[src/rtl/bheap_seq.sv]
// bheap_seq: loads a shift-chain heap over the heap bus, starts its compare-pass counter, polls it to zero, then unloads the words.
// Optional WAIT watchdog and Timeout port when BHEAP_SEQ_TIMEOUT_EN is defined.
module bheap_seq #(
  parameter int NODES           = 3,
  parameter int WIDTH           = 32,
  parameter int CWIDTH          = 8,
  parameter int CTRL_ID         = 1,
  parameter int SCAN_ID         = 0,
  parameter int GlobalAddrWidth = 8,
  parameter int GlobalDataWidth = 32
) (
  input  logic                       Clk,
  input  logic                       Reset,
  input  logic                       Start,
  input  logic [CWIDTH-1:0]          Passes,
  input  logic                       InValid,
  output logic                       InReady,
  input  logic [WIDTH-1:0]           InData,
  output logic                       OutValid,
  input  logic                       OutReady,
  output logic [WIDTH-1:0]           OutData,
  output logic                       Busy,
  output logic                       Done,
`ifdef BHEAP_SEQ_TIMEOUT_EN
  output logic                       Timeout,
`endif
  output logic                       HRD,
  output logic                       HWR,
  output logic [GlobalAddrWidth-1:0] HAddr,
  output logic [GlobalDataWidth-1:0] HDataOut,
  input  logic [GlobalDataWidth-1:0] HDataIn
);

  typedef enum logic [2:0] {
    IDLE,
    LOAD,
    KICK,
    WAIT,
    UNLOAD,
    FINISH
  } state_t;

  localparam logic [7:0]                 LAST_WORD = 8'(NODES - 1);
  localparam logic [GlobalAddrWidth-1:0] ADDR_SCAN = GlobalAddrWidth'(SCAN_ID);
  localparam logic [GlobalAddrWidth-1:0] ADDR_CTRL = GlobalAddrWidth'(CTRL_ID);

  state_t            state_q, state_d;
  logic [CWIDTH-1:0] passes_q, passes_d;
  logic [7:0]        cnt_q, cnt_d;
  logic              out_vld_q, out_vld_d;
  logic [WIDTH-1:0]  out_dat_q, out_dat_d;

`ifdef BHEAP_SEQ_TIMEOUT_EN
  logic [15:0] wd_q, wd_d;
  logic [15:0] wd_inc;
  logic        to_q, to_d;
`endif

  always_ff @(posedge Clk or posedge Reset) begin
    if (Reset) begin
      state_q   <= IDLE;
      passes_q  <= '0;
      cnt_q     <= '0;
      out_vld_q <= 1'b0;
      out_dat_q <= '0;
`ifdef BHEAP_SEQ_TIMEOUT_EN
      wd_q      <= '0;
      to_q      <= 1'b0;
`endif
    end else begin
      state_q   <= state_d;
      passes_q  <= passes_d;
      cnt_q     <= cnt_d;
      out_vld_q <= out_vld_d;
      out_dat_q <= out_dat_d;
`ifdef BHEAP_SEQ_TIMEOUT_EN
      wd_q      <= wd_d;
      to_q      <= to_d;
`endif
    end
  end

  always_comb begin
    state_d   = state_q;
    passes_d  = passes_q;
    cnt_d     = cnt_q;
    out_vld_d = out_vld_q;
    out_dat_d = out_dat_q;
    InReady   = 1'b0;
    HRD       = 1'b0;
    HWR       = 1'b0;
    HAddr     = '0;
    HDataOut  = '0;
    Done      = 1'b0;
`ifdef BHEAP_SEQ_TIMEOUT_EN
    wd_d      = wd_q;
    wd_inc    = wd_q + 16'd1;
    to_d      = to_q;
`endif

    case (state_q)
      IDLE: begin
        if (Start) begin
          passes_d = Passes;
          cnt_d    = '0;
          state_d  = LOAD;
        end
      end

      LOAD: begin
        InReady = 1'b1;
        if (InValid) begin
          HWR      = 1'b1;
          HAddr    = ADDR_SCAN;
          HDataOut = GlobalDataWidth'(InData);
          if (cnt_q == LAST_WORD) begin
            cnt_d   = '0;
            state_d = KICK;
          end else begin
            cnt_d = cnt_q + 8'd1;
          end
        end
      end

      KICK: begin
        // A zero-pass job skips the counter entirely; polling would otherwise see 0 immediately anyway.
        if (passes_q == '0) begin
          state_d = UNLOAD;
        end else begin
          HWR      = 1'b1;
          HAddr    = ADDR_CTRL;
          HDataOut = GlobalDataWidth'(passes_q);
          state_d  = WAIT;
`ifdef BHEAP_SEQ_TIMEOUT_EN
          wd_d     = '0;
`endif
        end
      end

      WAIT: begin
        HRD   = 1'b1;
        HAddr = ADDR_CTRL;
        if (HDataIn[CWIDTH-1:0] == '0) begin
          state_d = UNLOAD;
        end
`ifdef BHEAP_SEQ_TIMEOUT_EN
        else begin
          wd_d = wd_inc;
          if (wd_inc == 16'hFFFF) begin
            to_d    = 1'b1;
            state_d = FINISH;
          end
        end
`endif
      end

      UNLOAD: begin
        // One read per word; the next read waits until the held word has been taken.
        if (!out_vld_q) begin
          HRD       = 1'b1;
          HAddr     = ADDR_SCAN;
          out_dat_d = HDataIn[WIDTH-1:0];
          out_vld_d = 1'b1;
        end else if (OutReady) begin
          out_vld_d = 1'b0;
          if (cnt_q == LAST_WORD) begin
            cnt_d   = '0;
            state_d = FINISH;
          end else begin
            cnt_d = cnt_q + 8'd1;
          end
        end
      end

      FINISH: begin
        Done    = 1'b1;
        state_d = IDLE;
`ifdef BHEAP_SEQ_TIMEOUT_EN
        to_d    = 1'b0;
`endif
      end

      default: state_d = IDLE;
    endcase
  end

  assign Busy     = (state_q != IDLE);
  assign OutValid = out_vld_q;
  assign OutData  = out_dat_q;
`ifdef BHEAP_SEQ_TIMEOUT_EN
  assign Timeout  = (state_q == FINISH) && to_q;
`endif

endmodule

[config.mk]
export PLATFORM = sky130hd
export DESIGN_NAME = bheap_seq
export DESIGN_NICKNAME = d
export VERILOG_FILES = /design/src/rtl/bheap_seq.sv
export SDC_FILE = /design/constraint.sdc
export NUM_CORES = 1
export LEC_CHECK = 0
export ABC_AREA = 1
export BUFFER_PORTS_ARGS = -buffer_cell sky130_fd_sc_hd__buf_4
export CAP_MARGIN = 30
export CORE_UTILIZATION = 40
export DETAILED_ROUTE_END_ITERATION = 12
export GPL_TIMING_DRIVEN = 0
export PLACE_DENSITY_LB_ADDON = 0.1
export REMOVE_ABC_BUFFERS = 1
export SLEW_MARGIN = 40
export SYNTH_ARGS = -nofsm -noshare
export SYNTH_HDL_FRONTEND = slang
export SYNTH_SLANG_ARGS = --single-unit
[constraint.sdc]
create_clock -name Clk -period 2.8 [get_ports Clk]
set_input_delay 0.42 -clock Clk [delete_from_list [all_inputs] [get_ports Clk]]
set_output_delay 0.42 -clock Clk [all_outputs]
set_load 0.03 [all_outputs]
==> run metrics <==
status=complete, no violations; top post-synthesis cells by area=dfrtp_1, nand2_1, nor2_1; Post-CTS Setup Bufs=0; Clock Path Buffers=2; Hold WC Path Type=input port to async pin; WL per Instance=11.28 µm; Crit Path Category=flop to primary output; Setup Skew=0.006312 ns; Final Wtd Congestion=roughly 0.78; root buffer cell=clkbuf_8; Pre-antenna DRT Iters=4; sequential share of the synthesized area=46.68%; CTS tree=built; worst skew pair latency=about 0.3 ns; Site Rows=30; RSZ-0062 raised after global routing=false; crit end category=primary output; Die Area=approximately 7300 µm²; GRT Util Overall=between 10% and 20%; CTS Hold Bufs=0; fillcell total=around 620; crit path launch=state_q[0]$_DFFE_PP0P_; ANT nets after route=0; synth unique cells=24; CP arrival=1.81 ns; Final #Nets=603; layout cells sized above 1=between 30% and 40%; max-cap viol count=0; worst setup margin=0.5720 ns; Setup crit start kind=flop; total gr overflow=0; Inserted Diodes=0; clock slew at reported path FFs=around 0.1 ns; top cell type's share of synthesized area=46.68%; starting density of the core=41.26%; Mean Syn Cell Area=7.241 µm²; # H-tree levels=2; actual slew at the worst max-slew pin=0.5525 ns; CORE AREA=just under 7000 µm²; initial antenna violation count=0; final setup fails=0; Tot Pwr=about 4.3 mW; R2R Path Start=state_q[0]$_DFFE_PP0P_; Via-to-Cell Ratio=roughly 4.7; Placement Setup Slack=0.7881 ns; Pwr Density=1066 nW/µm²; vias in the first global route=2600; first-pass GRT wire length=11200 µm; Post-Synthesis Cells=between 300 and 400; DRC Markers=0; Critical Path, Cell by Cell=nor2_4 > nand3_4 > nand2_1 > buf_4; flops & latches, synth=52; via count=about 2800; CP Max Fanout=36; max-slew violations=0; pin count of the biggest net entering global routing=42; Final Hold Violating Endpoints=0; Clock Sinks=52; Syn Std Cell Area=2788 µm²; FMAX=448.8 MHz; crit share post-route=between 70% and 80%; Syn-to-layout area delta=44.52%; post-layout minimum cycle time=around 2.2 ns; Peak VDD IR=609.8 µV; io pins=155; Syn. warnings=0; final WL=6823 µm; Synth area leader=dfrtp_1; number of port buffers=147; # resized after CTS=0; TritonCTS Buffers=5; DP Wirelength=about 5000 µm; P_leak=2.275 nW; Layout Utilization=59.63%; Largest stage delay, worst path=slightly above 0.5 ns; Critical Path RT=between 2 and 2.5 ns; Multi-input gate area=1282 µm²; relative slew slack=63.07%; die height=85.48 µm; Starting DRT DRC Count=101; Worst path slowest cell=dfrtp_1; Register Area=~1300 µm²; sum of negative setup slack=0 ns; Die W=85.48 µm
-- sequential cells by signal, summed over array words and instances, names as in the netlist --
register  count
state_q       3
cnt_q         8
passes_q      8
OutData      32
OutValid      1
-- per-layer routing --
layer  wire, µm  global-route usage [%]  part of all wire [%]
met1       2786                   21.61                    41
met2       3162                   33.38                    46
met3        750                   6.128                    11
met4        123                   6.515                   1.8
met5          0                       0                     0
-- power breakdown --
| part | switching (mW) | internal, mW |
|---|---|---|
| registers | 0.208 | 1.07 |
| clock network | 0.254 | 0.293 |
| logic | 1.62 | 0.848 |
-- cells by family after synthesis --
group | synth area share (%)
AO/OA/AOI/OAI | 3.905
XOR/XNOR | 1.257
adder cells (fa/ha/maj) | 0.8975
buffers and inverters | 8.124
flip-flops | 46.68
other | 0.1345
AND/OR/NAND/NOR | 39.00
-- layout by cell type, fill, tap and decap left out, types with 2 or more instances in the layout --
master | netlist | layout
nand2_1 | 164 | 164
buf_4 | 7 | 147
nor2_1 | 53 | 53
dfrtp_1 | 52 | 52
nand3_1 | 25 | 25
inv_1 | 21 | 20
o21ai_0 | 11 | 11
a21oi_1 | 8 | 8
conb_1 | 1 | 7
clkbuf_8 | 0 | 6
inv_2 | 5 | 5
nor2_4 | 4 | 4
nand3_4 | 3 | 3
nand2_2 | 3 | 3
nand3b_1 | 2 | 2
nor3_1 | 2 | 2
xnor2_1 | 2 | 2
xor2_1 | 2 | 2
ha_1 | 2 | 2
-- Yosys cell counts (all sizes together) --
cell type  count
o21ai         13
nand3b         2
inv           26
a21oi          8
dfrtp         52
xnor2          2
conb           1
nor2          58
ha             2
nor3           2
xor2           2
buf           13
nand3         28
nand2        167
clkbuf         9
-- critical path, delay by kind of cell (launching register included) --
kind	cells	cell delay (ns)
buffers and inverters	1	0.18
DFF	1	0.51
and+or+nand+nor	3	0.81
-- final cells by class --
class / instances / area share [%]
inverters: 26 / 2.484
clock inverters: 2 / 0.9627
well taps: 80 / 2.484
repair buffers: 148 / 27.89
flip-flops and latches: 52 / 32.30
multi-input cells: 291 / 31.83
clock buffers: 6 / 2.050
-- through the flow --
stage	hold slack [ns]	std cells	area, µm²
6_report	0.009607	605	4029
4_1_cts	0.007058	605	4029
3_3_place_gp	0.4641	596	3885
3_5_place_dp	0.3469	597	3908
2_1_floorplan	0.4895	369	2681
5_1_grt	0.01160	605	4029
-- path summary, 6_finish.rpt --
| path | end | slack [ns] | depth (start not counted) |
|---|---|---|---|
| min in group Clk | OutData[25]$_DFFE_PP0P_ | 0.30 | 3 |
| max in group asynchronous | passes_q[7]$_DFFE_PP0P_ | 2.34 | 3 |
| worst min register to register | OutData[1]$_DFFE_PP0P_ | 0.49 | 2 |
| worst max-delay path | HRD | 0.57 | 4 |
| worst min-delay path | OutData[22]$_DFFE_PP0P_ | 0.01 | 2 |
| worst max register to register | OutData[31]$_DFFE_PP0P_ | 0.84 | 5 |
(Power assumes the default switching activity.)
